==> src/rtl/rv_encode_pkg.sv <==
// rv_encode_pkg: shared RV32I encoding constants, operation classes,
// immediate formats and loader states.
package rv_encode_pkg;
   localparam logic [6:0] OPC_LOAD   = 7'b0000011;
   localparam logic [6:0] OPC_STORE  = 7'b0100011;
   localparam logic [6:0] OPC_OP     = 7'b0110011;
   localparam logic [6:0] OPC_BRANCH = 7'b1100011;
   localparam logic [6:0] OPC_OP_IMM = 7'b0010011;
   localparam logic [6:0] OPC_JAL    = 7'b1101111;
   typedef enum logic [2:0] {
      OP_LW    = 3'd0,
      OP_SW    = 3'd1,
      OP_RTYPE = 3'd2,
      OP_BEQ   = 3'd3,
      OP_ITYPE = 3'd4,
      OP_JAL   = 3'd5
   } op_t;
   typedef enum logic [2:0] {FMT_R, FMT_I, FMT_S, FMT_B, FMT_J, FMT_BAD} fmt_t;
   typedef enum logic [1:0] {ST_IDLE, ST_LOAD, ST_DONE, ST_ERR} ld_state_t;
   function automatic fmt_t op_fmt(input logic [2:0] op);
      return (op == OP_LW || op == OP_ITYPE) ? FMT_I :
             (op == OP_SW)    ? FMT_S :
             (op == OP_RTYPE) ? FMT_R :
             (op == OP_BEQ)   ? FMT_B :
             (op == OP_JAL)   ? FMT_J : FMT_BAD;
   endfunction
   function automatic logic [6:0] op_opcode(input logic [2:0] op);
      return (op == OP_LW)    ? OPC_LOAD :
             (op == OP_SW)    ? OPC_STORE :
             (op == OP_RTYPE) ? OPC_OP :
             (op == OP_BEQ)   ? OPC_BRANCH :
             (op == OP_ITYPE) ? OPC_OP_IMM :
             (op == OP_JAL)   ? OPC_JAL : 7'b0;
   endfunction
endpackage

==> src/rtl/instr_field_packer.sv <==
// instr_field_packer: combinational packing of decoded fields into one RV32I word.
//   op        operation class (0..5 legal)
//   rd/rs1/rs2 register indices
//   funct3    used by R-type and I-type ALU only
//   funct7b5  used by R-type only
//   imm       signed byte immediate/offset
//   word      encoded instruction
//   illegal   op class illegal or immediate not representable
module instr_field_packer
   import rv_encode_pkg::*;
(
   input  logic [2:0]  op,
   input  logic [4:0]  rd,
   input  logic [4:0]  rs1,
   input  logic [4:0]  rs2,
   input  logic [2:0]  funct3,
   input  logic        funct7b5,
   input  logic [31:0] imm,
   output logic [31:0] word,
   output logic        illegal
);
   fmt_t       fmt;
   logic [6:0] opc;
   logic [2:0] f3;
   logic       i_ok, b_ok, j_ok;
   always_comb begin
      fmt = op_fmt(op);
      opc = op_opcode(op);
      f3  = (op == OP_RTYPE || op == OP_ITYPE) ? funct3 : (op == OP_BEQ) ? 3'b000 : 3'b010;
      // representable iff the upper bits are a pure sign extension of the field's top bit
      i_ok = imm[31:11] == {21{imm[11]}};
      b_ok = imm[31:12] == {20{imm[12]}} && !imm[0];
      j_ok = imm[31:20] == {12{imm[20]}} && !imm[0];
      case (fmt)
         FMT_R:   word = {1'b0, funct7b5, 5'b0, rs2, rs1, f3, rd, opc};
         FMT_I:   word = {imm[11:0], rs1, f3, rd, opc};
         FMT_S:   word = {imm[11:5], rs2, rs1, f3, imm[4:0], opc};
         FMT_B:   word = {imm[12], imm[10:5], rs2, rs1, f3, imm[4:1], imm[11], opc};
         FMT_J:   word = {imm[20], imm[10:1], imm[11], imm[19:12], rd, opc};
         default: word = 32'b0;
      endcase
      illegal = (fmt == FMT_BAD) ||
                ((fmt == FMT_I || fmt == FMT_S) && !i_ok) ||
                (fmt == FMT_B && !b_ok) ||
                (fmt == FMT_J && !j_ok);
   end
endmodule

==> src/rtl/imem_program_encoder.sv <==
// imem_program_encoder: encodes field bundles into RV32I words and loads them
// sequentially into instruction memory, holding the core in reset until done.
//   start                one-cycle pulse, restarts a load at BASE_ADDR
//   in_valid/in_ready    bundle handshake, in_last marks the final instruction
//   in_op..in_imm        decoded instruction fields
//   imem_we/addr/wdata   registered memory write port
//   busy/done/err        loading / loaded (sticky) / aborted (sticky)
//   cpu_rst_n            core reset release, high only once loaded
module imem_program_encoder
   import rv_encode_pkg::*;
#(
   parameter int ADDR_W    = 6,
   parameter int BASE_ADDR = 0
) (
   input  logic              clk,
   input  logic              rst_n,
   input  logic              start,
   input  logic              in_valid,
   output logic              in_ready,
   input  logic              in_last,
   input  logic [2:0]        in_op,
   input  logic [4:0]        in_rd,
   input  logic [4:0]        in_rs1,
   input  logic [4:0]        in_rs2,
   input  logic [2:0]        in_funct3,
   input  logic              in_funct7b5,
   input  logic [31:0]       in_imm,
   output logic              imem_we,
   output logic [ADDR_W-1:0] imem_addr,
   output logic [31:0]       imem_wdata,
   output logic              busy,
   output logic              done,
   output logic              err,
   output logic              cpu_rst_n
);
   localparam logic [ADDR_W-1:0] BASE = ADDR_W'(BASE_ADDR);
   ld_state_t         state;
   logic [ADDR_W-1:0] ptr;
   logic [31:0]       word;
   logic              illegal;
   logic              accept;
   logic              at_top;
   instr_field_packer u_packer (
      .op       (in_op),
      .rd       (in_rd),
      .rs1      (in_rs1),
      .rs2      (in_rs2),
      .funct3   (in_funct3),
      .funct7b5 (in_funct7b5),
      .imm      (in_imm),
      .word     (word),
      .illegal  (illegal)
   );
   assign in_ready  = state == ST_LOAD;
   assign busy      = state == ST_LOAD;
   assign done      = state == ST_DONE;
   assign err       = state == ST_ERR;
   assign cpu_rst_n = state == ST_DONE;
   assign accept    = in_valid && in_ready;
   assign at_top    = &ptr;
   always_ff @(posedge clk or negedge rst_n) begin
      if (!rst_n) begin
         state      <= ST_IDLE;
         ptr        <= BASE;
         imem_we    <= 1'b0;
         imem_addr  <= '0;
         imem_wdata <= '0;
      end else begin
         imem_we <= 1'b0;
         if (start) begin
            state <= ST_LOAD;
            ptr   <= BASE;
         end else if (accept) begin
            if (illegal) begin
               state <= ST_ERR;
            end else begin
               imem_we    <= 1'b1;
               imem_addr  <= ptr;
               imem_wdata <= word;
               // the last slot is still written; a further non-last bundle would wrap
               state      <= in_last ? ST_DONE : at_top ? ST_ERR : ST_LOAD;
               ptr        <= at_top ? ptr : ptr + ADDR_W'(1);
            end
         end
      end
   end
endmodule

==> config.mk <==
export PLATFORM = sky130hd
export DESIGN_NAME = imem_program_encoder
export DESIGN_NICKNAME = d
export VERILOG_FILES = /design/src/rtl/rv_encode_pkg.sv /design/src/rtl/instr_field_packer.sv /design/src/rtl/imem_program_encoder.sv
export SDC_FILE = /design/constraint.sdc
export NUM_CORES = 1
export LEC_CHECK = 0
export ABC_AREA = 1
export BUFFER_PORTS_ARGS = -buffer_cell sky130_fd_sc_hd__buf_2
export CAP_MARGIN = 20
export CORE_AREA = 2 2 102 104
export DETAILED_ROUTE_END_ITERATION = 7
export DIE_AREA = 0 0 104 106
export PLACE_DENSITY = 0.48
export REMOVE_ABC_BUFFERS = 1
export SLEW_MARGIN = 25
export SYNTH_ARGS = -nofsm -noshare
export SYNTH_HDL_FRONTEND = slang
export SYNTH_HIERARCHICAL = 1
export SYNTH_SLANG_ARGS = --single-unit
==> constraint.sdc <==
create_clock -name clk -period 3.4 [get_ports clk]
set_input_delay 0.68 -clock clk [delete_from_list [all_inputs] [get_ports clk]]
set_output_delay 0.68 -clock clk [all_outputs]
set_load 0.02 [all_outputs]
Word-level counts from Yosys, hierarchy flattened
Index checks and enable logic that the tools add are counted.
{"block": "op_classes", "add_sub_neg": 1, "eq_ne": 18, "n_mux": 26, "bitwise_logic": 2, "reduce_logical": 22}
{"op": "$pmux W32 S5", "count": 1}
{"op": "$mux W7", "count": 6}
{"op": "$mux W6", "count": 4}
{"op": "$eq A20 B20 Y1", "count": 1}
{"op": "$eq A19 B19 Y1", "count": 1}
{"op": "$mux W3", "count": 5}
{"op": "$eq A3 B2 Y1 const B", "count": 4}
{"op": "$eq A3 B3 Y1 const B", "count": 4}
{"op": "$mux W2", "count": 6}
{"op": "$eq A11 B11 Y1", "count": 1}
{"op": "$add A6 B1 Y6 const B", "count": 1}
{"op": "$eq A3 B1 Y1 const B", "count": 2}
{"op": "$logic_and A1 B1 Y1", "count": 6}
{"op": "$logic_not A3 Y1", "count": 2}
{"op": "$logic_or A1 B1 Y1", "count": 6}
{"op": "$reduce_and A3 Y1", "count": 2}
{"op": "$reduce_and A6 Y1", "count": 1}
{"op": "$eq A2 B2 Y1 const B", "count": 2}
{"op": "$logic_not A1 Y1", "count": 4}
{"op": "$mux W1", "count": 4}
{"op": "$ne A2 B2 Y1 const B", "count": 2}
{"op": "$eq A2 B1 Y1 const B", "count": 1}
{"op": "$not A1 Y1", "count": 2}
{"op": "$reduce_bool A2 Y1", "count": 1}
{"block": "totals", "register_bits": 47, "input_bits": 59, "out_inout_bits": 44, "elab_cells": 74}

Depth between registers and ports, before layout
Gate-level depths: netlist of run 1.
{"block": "logic_depth", "ltp_word": 15, "depth_mapped": 15, "mapped_depth_nobuf": 14}

Modules after synthesis
The synthesis of run 1 kept the hierarchy.
{"module": "imem_program_encoder", "instances": 1, "cells_per_inst": 232, "area_per_inst_um2": 2009.4, "seq_area_each_um2": 1176.1}
{"module": "instr_field_packer", "instances": 1, "cells_per_inst": 159, "area_per_inst_um2": 704.4, "seq_area_each_um2": 0.0}

Worst setup path before layout of run 1
OpenSTA, ideal clock, no wires.
{"block": "synth_timing", "path_kind": "input-to-reg", "startpoint": "in in_imm[27]", "endpoint": "reg imem_wdata[11]", "t_arrival_ps": 1978, "t_required_ps": 3283, "slack_ps": 1305, "cell_stages": 14, "path_buffers": 1, "cell_sequence": "or2_1 -> nor2_1 -> nand2_1 -> nand2_1 -> nand2_1 -> a21oi_1 -> nand3_1 -> inv_1 -> nand4_2 -> nor2_2 -> inv_1 -> buf_4 -> nand2_1 -> nand2_1"}
{"block": "synth_between", "elab_chain_len": 8, "elab_cells_between_ends": 16}
{"item": "start, declared", "line": "imem_program_encoder.sv:27", "source": "input logic [31:0] in_imm,"}
{"item": "$eq A20 B20 Y1 or $eq A19 B19 Y1 (tied branches)", "line": "instr_field_packer.sv:31, instr_field_packer.sv:32"}
{"item": "$logic_not A1 Y1 or $logic_and A1 B1 Y1 (tied branches)", "line": "instr_field_packer.sv:43, instr_field_packer.sv:32"}
{"item": "$logic_and A1 B1 Y1 or $logic_not A1 Y1 (tied branches)", "line": "instr_field_packer.sv:43, instr_field_packer.sv:44"}
{"item": "$logic_or A1 B1 Y1 or $logic_and A1 B1 Y1 (tied branches)", "line": "instr_field_packer.sv:42, instr_field_packer.sv:44"}
{"item": "$logic_or A1 B1 Y1", "line": "instr_field_packer.sv:43", "source": "((fmt == FMT_I || fmt == FMT_S) && !i_ok) ||"}
{"item": "$logic_or A1 B1 Y1 (*)", "line": "instr_field_packer.sv:44", "source": "(fmt == FMT_B && !b_ok) ||"}
{"item": "net illegal", "line": "imem_program_encoder.sv:40", "source": "logic illegal;"}
{"item": "$not A1 Y1 (no line) (*)"}
{"item": "$reduce_and A3 Y1 (no line) (*)"}
{"item": "end signal, assigned", "line": "imem_program_encoder.sv:79", "source": "imem_wdata <= word;"}
{"item": "end, declared", "line": "imem_program_encoder.sv:30", "source": "output logic [31:0] imem_wdata,"}
Mark *: on every way through the listed nets, which the timed path passes. The rest lies on a longest branch.
A chain may end at the register's enable or synchronous reset.

Worst setup path after layout of run 1
{"block": "layout_timing", "startpoint": "in in_imm[20]", "endpoint": "reg imem_wdata[16]"}
Same word-level chain as after synthesis.

==> results of run 1 <==
[through the flow]
step           std cells  area (µm²)
2_1_floorplan        377        2590
3_3_place_gp         617        3280
3_5_place_dp         617        3290
4_1_cts              625        3400
5_1_grt              625        3400
6_report             625        3400
[final cells by class]
| type | count | share of cell area, % |
|---|---|---|
| clock buffers | 6 | 2.43 |
| well taps | 136 | 5.00 |
| clock inverters | 2 | 1.03 |
| multi-input cells | 292 | 37.3 |
| flip-flops and latches | 47 | 34.6 |
| inverters | 38 | 4.19 |
| repair buffers | 104 | 15.5 |
[per-layer routing]
layer	vias up	share of wire [%]	wire (µm)	track usage, %
met5	-	0	0	0
met4	0	0.75	57	3.28
met3	5	7.1	540	3.99
met2	79	46	3540	23.9
met1	1201	46	3510	18.2
li1	1402	-	-	-
[worst register-to-register path, stage by stage (launching register included)]
cell,delay (ps)
dfrtp_1,410
inv_2,60
nand4_2,110
nor2_2,50
inv_1,380
buf_4,380
nand2_1,100
nand2_1,70
[kinds of logic after synthesis]
kind of cell | Yosys count
AND/OR/NAND/NOR | 253
buffers and inverters | 52
flip-flops | 47
AO/OA/AOI/OAI | 37
XOR/XNOR | 1
adder cells (fa/ha/maj) | 1
[power by group through the flow]
stage | registers [mW] | logic, mW | clock network, mW
6_report | 0.718 | 0.467 | 0.426
3_5_place_dp | 0.732 | 0.475 | 0
4_1_cts | 0.721 | 0.476 | 0.445
3_3_place_gp | 0.732 | 0.471 | 0
5_1_grt | 0.732 | 0.522 | 0.468
2_1_floorplan | 0.840 | 0.153 | 0
[state kept, by name (all words and copies together), names as in the netlist]
register / count
imem_addr: 6
ptr: 6
state: 2
imem_wdata: 32
imem_we: 1
[synthesized netlist by cell type, drive strengths merged]
library cell and number:
inv 37, a21oi 5, clkinv 1, o21bai 1
a22oi 2, nand4 4, nor2 42, buf 14
xor2 1, or2 1, a22o 1, nand2 180
o21ai 27, dfrtp 47, nor3 2, ha 1
o221ai 1, nand3 24
[final timing paths]
path | startpoint | to | slack (ps) | cells past startpoint
hold / removal | rst_n | imem_wdata[28] | 380 | 1
min in group clk | imem_wdata[2] | imem_wdata[2] | 470 | 2
max in group asynchronous | rst_n | ptr[4] | 2600 | 1
setup / recovery | in_imm[20] | imem_wdata[16] | 1020 | 15
hold reg to reg | imem_wdata[2] | imem_wdata[2] | 470 | 2
setup reg to reg | state[1] | imem_wdata[16] | 1780 | 7
==> key figures, run 1 <==
Setup path
  – Cell mode on critical path: nand2_1
  – Crit path largest cell delay: 320 ps
  – Critical path type: input port to flip-flop
  – Crit path buf inv count: 5
  – Crit start category: input port
  – Crit path DAT: ~2600 ps
  – CP max stage cell: buf_4
  – CP Capture Type: flip-flop
  – Worst-path cell chain: buf_2 > inv_1 > o21ai_0 > nand2_1 > nor2_1 > nand2_1 > a21oi_1 > nand3_1 > inv_1 > nand4_2 > nor2_2 > inv_1 > buf_4 > nand2_1 > nand2_1
  – Critical Path Fanout Max: 26
  – Top delay family on crit path: buffers and inverters
  – Data required, critical path: approximately 3600 ps

Synthesis
  – Sequential element share of the synthesized area: approximately 43%
  – Synthesis-stage register bit count: 47
  – Compound-Gate Fraction of Synth Area: 7.79%
  – Yosys cell types: 29
  – Yosys top cell by area: dfrtp_1
  – Synth Instances: 391
  – Adder-cell area share of the yosys netlist: less than 1%
  – Simple-gate share of the synthesized area: a little under two fifths
  – Area contributors post-synth: dfrtp_1 43%, nand2_1 25%, nor2_1 5.0%, nand3_1 4.2%, inv_1 4.1%
  – Mux contribution to synthesized area: 0%
  – Syn. warnings: 6
  – Yosys top cell area share: 43.3%
  – Avg Cell Area, Syn: 6.94 µm²
  – Synthesized area: 2710 µm²
  – Largest family of logic cells by synthesized area: simple AND/OR/NAND/NOR gates
  – Post-Synth XOR/XNOR Area: less than 1%

Finish
  – Fill cell count: ~1100
  – Layout cells sized above 1: a little over a quarter
  – Area grow syn2layout: 25.4%
  – Final Core Density: roughly a third
  – Storage element area: roughly 1200 µm²
  – Commonest cells after routing, fill and taps aside: 178 x nand2_1, 101 x buf_2, 47 x dfrtp_1
  – Area of the multi-input gates: 1270 µm²
  – Nets@finish: roughly 550
  – Commonest non-fill, non-tap cell in the layout: nand2_1
  – N_diodes: 0

Route
  – Length of the first detailed-routing pass in iterations: 4
  – Drc violations: 0
  – Routed len/inst: approximately 12 µm
  – DRT iter0 DRCs: 100
  – Post-Route WL: about 7.6 mm
  – Routed Antenna Nets: 0
  – Via Count: approximately 2700
  – Vias per cell: ~4.3

GRT
  – Antenna violations before repair: 0
  – First-pass GRT wire length: roughly 13 mm
  – Largest net degree at the start of global routing: 48
  – Vias in the first global route: about 2700
  – GRT Resource Usage Total: between 10% and 20%
  – Total gr overflow: 0

Clock tree
  – Clock sinks: 47
  – Clock input transition at the sequential cells of the worst setup and hold paths: around 90 ps
  – Num CTS Buffers: 5
  – Worst-Skew Late Latency: approximately 300 ps
  – Hold buffer count at CTS: 0
  – H-tree levels: 2
  – PostCTS Resize Cnt: 0
  – Clock Tree Buf Depth: 2
  – Root Driver: clkbuf_8
  – CTS tree: yes
  – Post-CTS setup buffers: 0

Floorplanning
  – Row count: 37
  – Die area: around 11000 µm²
  – Die Span Y: between 100 and 150 µm
  – Initial core utilization: between 20% and 30%
  – Core area: roughly 10000 µm²
  – Die X: about 100 µm
  – I/O pin count: just over 100

Power
  – Comb power frac: between 20 and 30%
  – P_int: approximately 1.1 mW
  – Sequential Power Share: ~45%
  – Net Sw Power: between 0.5 and 0.6 mW
  – Sw frac: about a third
  – Power density over the cells: between 400 and 500 nW/µm²
  – Clock power share: a little over a quarter
  – Power, Total: between 1.5 and 2 mW
  – VDD IR-drop max: between 0.15 and 0.2 mV
  – Lkg Pwr: between 1.5 and 2 nW

Timing
  – Max-slew headroom: about three fifths
  – Hold Violations, Final: 0
  – Setup Viol. Count Final: 0
  – Tcrit/Tclk final: between 60 and 70%
  – Crit path time final: around 2400 ps
  – Hold_ws: 382 ps
  – Final setup margin: approximately 1000 ps
  – TNS Setup: 0 ps
  – RSZ-0062 raised after global routing: false
  – Max-slew violation count: 0
  – Clock skew: roughly 8.8 ps
  – Worst Tran Pin Value: between 600 and 700 ps
  – Fmax: approximately 420 MHz

Run
  – Max-cap violations: 0

Outcome
  – Status: finished, final reports clean

Worst hold path
  – Worst Hold Class: input port to asynchronous set/reset pin

Place
  – Placer Congestion: ~0.86
  – Port Buf Inserts: approximately 100
  – Place WS: between 600 and 700 ps
  – DPL Wire Length: ~6 mm
(Power assumes the default switching activity.)
==> run 2, diff against run 1 <==
--- a/config.mk
+++ b/config.mk
@@ -11,7 +11,7 @@
 export CORE_AREA = 2 2 102 104
 export DETAILED_ROUTE_END_ITERATION = 7
 export DIE_AREA = 0 0 104 106
-export PLACE_DENSITY = 0.48
+export PLACE_DENSITY = 0.5
 export REMOVE_ABC_BUFFERS = 1
 export SLEW_MARGIN = 25
 export SYNTH_ARGS = -nofsm -noshare
==> constraint.sdc (replaced) <==
create_clock -name clk -period 2.1 [get_ports clk]
set_input_delay 0.42 -clock clk [delete_from_list [all_inputs] [get_ports clk]]
set_output_delay 0.42 -clock clk [all_outputs]
set_load 0.02 [all_outputs]
==> key figures, run 2 (synthesized netlist as in run 1, its figures left out) <==
Route
  – Routed len/inst: about 12 µm
  – DRT iter0 DRCs: between 90 and 100
  – Via Count: ~2800
  – Vias per cell: 4.36
  – Post-Route WL: 7.54 mm
  – Drc violations: 0
  – Length of the first detailed-routing pass in iterations: 4
  – Routed Antenna Nets: 0

Timing
  – RSZ-0062 raised after global routing: false
  – Final setup margin: roughly 320 ps
  – Worst Tran Pin Value: 464 ps
  – Crit path time final: around 1800 ps
  – Hold Violations, Final: 0
  – Hold_ws: 51.7 ps
  – Clock skew: 9.83 ps
  – Tcrit/Tclk final: a little over four fifths
  – Setup Viol. Count Final: 0
  – Max-slew violation count: 0
  – Max-slew headroom: approximately 70%
  – Fmax: between 500 and 600 MHz

Finish
  – Layout cells sized above 1: approximately 29%
  – Max FFs per register: 32
  – Area of the multi-input gates: around 1300 µm²
  – Area grow syn2layout: 28.4%
  – Final Cell Area: roughly 3500 µm²
  – Fill cell count: between 1000 and 1500
  – Storage element area: around 1200 µm²
  – N_diodes: 0
  – Commonest cells after routing, fill and taps aside: 178 x nand2_1, 102 x buf_2, 47 x dfrtp_1
  – Most flops, register: imem_wdata
  – Commonest non-fill, non-tap cell in the layout: nand2_1
  – Top flop regs: imem_wdata x32, imem_addr x6, ptr x6
  – Nets@finish: about 560

Power
  – VDD IR-drop max: 0.259 mV
  – Lkg Pwr: 2.04 nW
  – Clock power share: 25.6%
  – P_int: 1.69 mW
  – Sequential Power Share: about 45%
  – Power density over the cells: roughly 740 nW/µm²
  – Net Sw Power: just over 0.9 mW
  – Sw frac: a little over a third
  – Comb power frac: 29.9%

Setup path
  – Crit path largest cell delay: approximately 230 ps
  – Crit path DAT: 1970 ps
  – Critical path type: input port to flip-flop
  – CP max stage cell: or2_1
  – Critical Path Fanout Max: 6
  – CP Capture Type: flip-flop
  – Cell mode on critical path: nand2_1
  – Worst-path cell chain: buf_2 > or2_1 > nor2_1 > nand2_1 > nand2_1 > nand2_1 > a21oi_1 > nand3_1 > inv_1 > nand4_2 > buf_4 > nor2_2 > nor2_4 > nand2_1 > nand2_1
  – Setup crit start: in_imm[27]
  – Data required, critical path: about 2300 ps
  – Worst R2R Start: ptr[1]
  – Crit start category: input port

Clock tree
  – Clock Tree Buf Depth: 2
  – Root Driver: clkbuf_8
  – Hold buffer count at CTS: 0
  – Worst-Skew Late Latency: about 300 ps
  – Clock sinks: between 40 and 50
  – Post-CTS setup buffers: 0
  – CTS tree: yes
  – Num CTS Buffers: 5
  – H-tree levels: 2
  – Clock input transition at the sequential cells of the worst setup and hold paths: roughly 90 ps
  – PostCTS Resize Cnt: 0

GRT
  – First-pass GRT wire length: 12.7 mm
  – Largest net degree at the start of global routing: 42
  – Antenna violations before repair: 0
  – Vias in the first global route: around 2700
  – GRT Resource Usage Total: approximately 14%
  – Total gr overflow: 0

Place
  – Placer Congestion: 0.882
  – DPL Wire Length: 5.98 mm
  – Place WS: ~0.56 ps
  – Port Buf Inserts: about 100
  – DP Area: 3370 µm²

Run
  – Max-cap violations: 0

Floorplanning
  – Initial core utilization: 27.1%
  – Die X: about 100 µm
  – Die area: ~11000 µm²
  – Die Span Y: 106 µm
  – Core area: about 10000 µm²
  – I/O pin count: 103
  – Row count: 37

Worst hold path
  – Worst Hold Class: input port to asynchronous set/reset pin

Outcome
  – Status: finished, final reports clean
[run 2: cell count changes in the layout (fill, tap and decap cells not counted), sizes merged]
cell    change
buf        +10
clkinv      +1
clkbuf      -1
[run 2: final timing paths]
kind	slack, ps	end	depth (start not counted)
min in group clk	330	state[0]	2
max in group asynchronous	1460	imem_wdata[22]	2
worst min register to register	470	imem_wdata[6]	2
worst min-delay path	50	imem_wdata[26]	1
worst max-delay path	320	ptr[4]	15
worst max register to register	630	ptr[4]	7
[run 2: routing by layer]
metal / GRT usage (%) / part of all wire, %
met1: 18.0 / 46
met5: 0 / 0
met4: 3.19 / 0.61
met3: 3.13 / 5.4
met2: 24.5 / 48
[run 2: power groups by stage]
| stage | clock [mW] | combinational, mW | sequential, mW |
|---|---|---|---|
| floorplan | 0 | 0.247 | 1.36 |
| global placement | 0 | 0.785 | 1.17 |
| detailed placement | 0 | 0.788 | 1.18 |
| CTS | 0.699 | 0.789 | 1.16 |
| global route | 0.732 | 0.862 | 1.18 |
| finish | 0.665 | 0.776 | 1.15 |
[run 2: layout make-up]
| cell class | instances | share of cell area (%) |
|---|---|---|
| Inverter | 38 | 4.09 |
| Timing Repair Buffer | 114 | 17.6 |
| Clock inverter | 3 | 1.26 |
| Tap cell | 136 | 4.89 |
| Clock buffer | 5 | 1.98 |
| Multi-Input combinational cell | 292 | 36.4 |
| Sequential cell | 47 | 33.8 |
[run 2: worst max-delay path, delay by kind of cell]
kind            cells  cell delay [ps]
simple gates       11             1060
compound gates      1              120
buf+inv             3              360
[run 2: per-stage QoR]
stage               TNS [ps]  cells  total power [mW]  util [%]
floorplan             -33990    377              1.61         -
global placement           0    627              1.96      33.7
detailed placement         0    627              1.96      33.7
CTS                        0    635              2.65      34.8
global route               0    635              2.77      34.8
finish                     0    635              2.59      34.8
==> run 3, diff against run 2 <==
--- a/config.mk
+++ b/config.mk
@@ -11,7 +11,7 @@
 export CORE_AREA = 2 2 102 104
 export DETAILED_ROUTE_END_ITERATION = 7
 export DIE_AREA = 0 0 104 106
-export PLACE_DENSITY = 0.5
+export PLACE_DENSITY = 0.48
 export REMOVE_ABC_BUFFERS = 1
 export SLEW_MARGIN = 25
 export SYNTH_ARGS = -nofsm -noshare
==> constraint.sdc (replaced) <==
create_clock -name clk -period 1.72 [get_ports clk]
set_input_delay 0.344 -clock clk [delete_from_list [all_inputs] [get_ports clk]]
set_output_delay 0.344 -clock clk [all_outputs]
set_load 0.02 [all_outputs]
==> key figures, run 3 (synthesized netlist as in run 1, its figures left out) <==
Outcome
  – Status: finished, final reports clean

Finish
  – Top flop regs: imem_wdata x32, imem_addr x6, ptr x6
  – Layout cells sized above 1: roughly a third
  – Storage element area: 1180 µm²
  – Most flops, register: imem_wdata
  – Nets@finish: 577
  – Final Cell Area: roughly 3700 µm²
  – Final Non-Filler Cells: approximately 650
  – Fill cell count: approximately 1100
  – Commonest cells after routing, fill and taps aside: 172 x nand2_1, 100 x buf_2, 47 x dfrtp_1
  – Max FFs per register: 32
  – N_diodes: 0
  – Area grow syn2layout: 37.2%
  – Area of the multi-input gates: between 1000 and 1500 µm²
  – Commonest non-fill, non-tap cell in the layout: nand2_1

Clock tree
  – Clock sinks: 47
  – H-tree levels: 2
  – Worst-Skew Late Latency: ~300 ps
  – CTS tree: yes
  – Clock Tree Buf Depth: 2
  – Num CTS Buffers: 5
  – Clock input transition at the sequential cells of the worst setup and hold paths: ~80 ps
  – Root Driver: clkbuf_8

Route
  – DRT iter0 DRCs: roughly 100
  – Post-Route WL: roughly 7.7 mm
  – Length of the first detailed-routing pass in iterations: 5
  – Vias per cell: roughly 4.3
  – Routed len/inst: 11.8 µm
  – Met1 wire length: 3.62 mm
  – Top sig layer: met4
  – Wire length on met3: roughly 370 µm
  – Routed Antenna Nets: 0
  – Drc violations: 0
  – Met2 WL: between 3 and 4 mm
  – Via Count: approximately 2800

Setup path
  – Crit start category: input port
  – Cell mode on critical path: nand2_1
  – Data required, critical path: ~1900 ps
  – CP Capture Type: flip-flop
  – CP max stage cell: or2_1
  – FF-to-FF path depth: 7
  – Crit path largest cell delay: approximately 230 ps
  – Critical Path Fanout Max: 26
  – Worst-path cell chain: buf_6 > or2_1 > nor2_1 > nand2_1 > nand2_1 > nand2_1 > a21oi_2 > nand3_2 > inv_2 > nand4_4 > nor2_4 > inv_2 > buf_12 > nand2_1 > nand2_1
  – Critical path type: input port to flip-flop
  – Crit path DAT: 1870 ps

Timing
  – Max-slew headroom: between 70% and 80%
  – Fmax: about 600 MHz
  – Final setup margin: ~37 ps
  – Tcrit/Tclk final: between 90% and 100%
  – Hold_ws: 251 ps
  – Worst Tran Pin Value: approximately 380 ps
  – Hold Violations, Final: 0
  – Setup Viol. Count Final: 0
  – Crit path time final: between 1500 and 2000 ps
  – Max-slew violation count: 0
  – Clock skew: 8.36 ps
  – RSZ-0062 raised after global routing: true

Power
  – Power density over the cells: about 850 nW/µm²
  – Comb power frac: between 30% and 40%
  – Sequential Power Share: 45.0%
  – Clock power share: a little under a quarter
  – Lkg Pwr: ~2.1 nW
  – Sw frac: about 35%
  – VDD IR-drop max: 0.399 mV
  – Net Sw Power: 1.12 mW
  – P_int: about 2.0 mW

GRT
  – Largest net degree at the start of global routing: 38
  – Antenna violations before repair: 0
  – First-pass GRT wire length: 12.6 mm
  – GRT Resource Usage Total: around 14%
  – Vias in the first global route: 2646
  – Total gr overflow: 0

Run
  – Max-cap violations: 0

Worst hold path
  – Worst hold stages: 2
  – Worst Hold Class: input port to flip-flop

Floorplanning
  – I/O pin count: 103
  – Die Span Y: about 110 µm
  – Die area: roughly 11000 µm²
  – Row count: 37
  – Initial core utilization: a little over a quarter
  – Core area: 10000 µm²
  – Die X: 104 µm

Place
  – DP Area: 3540 µm²
  – Port Buf Inserts: slightly above 100
  – Post-Place Cells: between 600 and 700
  – Place WS: -390 ps
  – DPL Wire Length: 6.02 mm
  – Placer Congestion: around 0.87
==> run 3: changes by cell type in the layout (fill, tap and decap cells not counted), sizes merged <==
cell,change
clkbuf,+3
dlygate4sd3,+1
clkinv,-2
bufinv,-1
buf,+18
==> run 3: path summary, 6_finish.rpt <==
kind / to / slack [ps] / from
max in group asynchronous: imem_wdata[13] / 700 / rst_n
min in group asynchronous: imem_wdata[26] / 510 / rst_n
min: state[0] / 250 / in_last
max reg2reg: ptr[2] / 300 / ptr[1]
max: imem_wdata[10] / 40 / in_imm[27]
min reg2reg: imem_wdata[3] / 470 / imem_wdata[3]
==> run 3: final cells by class <==
class                           count  share of cell area, %
Clock buffer                        8                   2.69
Multi-Input combinational cell    292                   35.5
Inverter                           38                   3.83
Timing Repair Buffer              133                   21.8
Sequential cell                    47                   31.6
Tap cell                          136                   4.57
==> run 3: critical path: cells and delay by family <==
| kind | cells | cell delay, ps |
|---|---|---|
| compound gates | 1 | 140 |
| buf+inv | 4 | 420 |
| simple gates | 10 | 950 |
==> run 3: power by group through the flow <==
stage          Combinational (mW)  Sequential, mW  Clock (mW)
2_1_floorplan               0.302            1.66           0
3_3_place_gp                0.993            1.44           0
3_5_place_dp                 1.00            1.44           0
5_1_grt                      1.12            1.44       0.815
4_1_cts                      1.01            1.42       0.760
6_report                     1.01            1.42       0.727
==> run 3: metrics by stage <==
| step | power [mW] | setup TNS (ps) | utilization (%) |
|---|---|---|---|
| global route | 3.38 | -3640 | 37.2 |
| global placement | 2.43 | -14720 | 35.4 |
| CTS | 3.19 | 0 | 36.6 |
| floorplan | 1.96 | -46150 | - |
| finish | 3.16 | 0 | 37.2 |
| detailed placement | 2.44 | -16630 | 35.4 |
==> run 3: routing by layer <==
layer | vias up | global-route usage (%)
met1 | 1301 | 18.5
met5 | - | 0
met4 | 0 | 2.61
met3 | 6 | 3.07
li1 | 1460 | -
met2 | 73 | 24.1
==> run 3: repair_timing <==
item                                    CTS  global route
hold buffers                              1             0
hold endpoints to repair                 14             0
gates cloned                              0             0
endpoints found under the setup margin   44            45
setup buffers                             0             1
gates resized for setup                   3            18
pin swaps                                 0             5
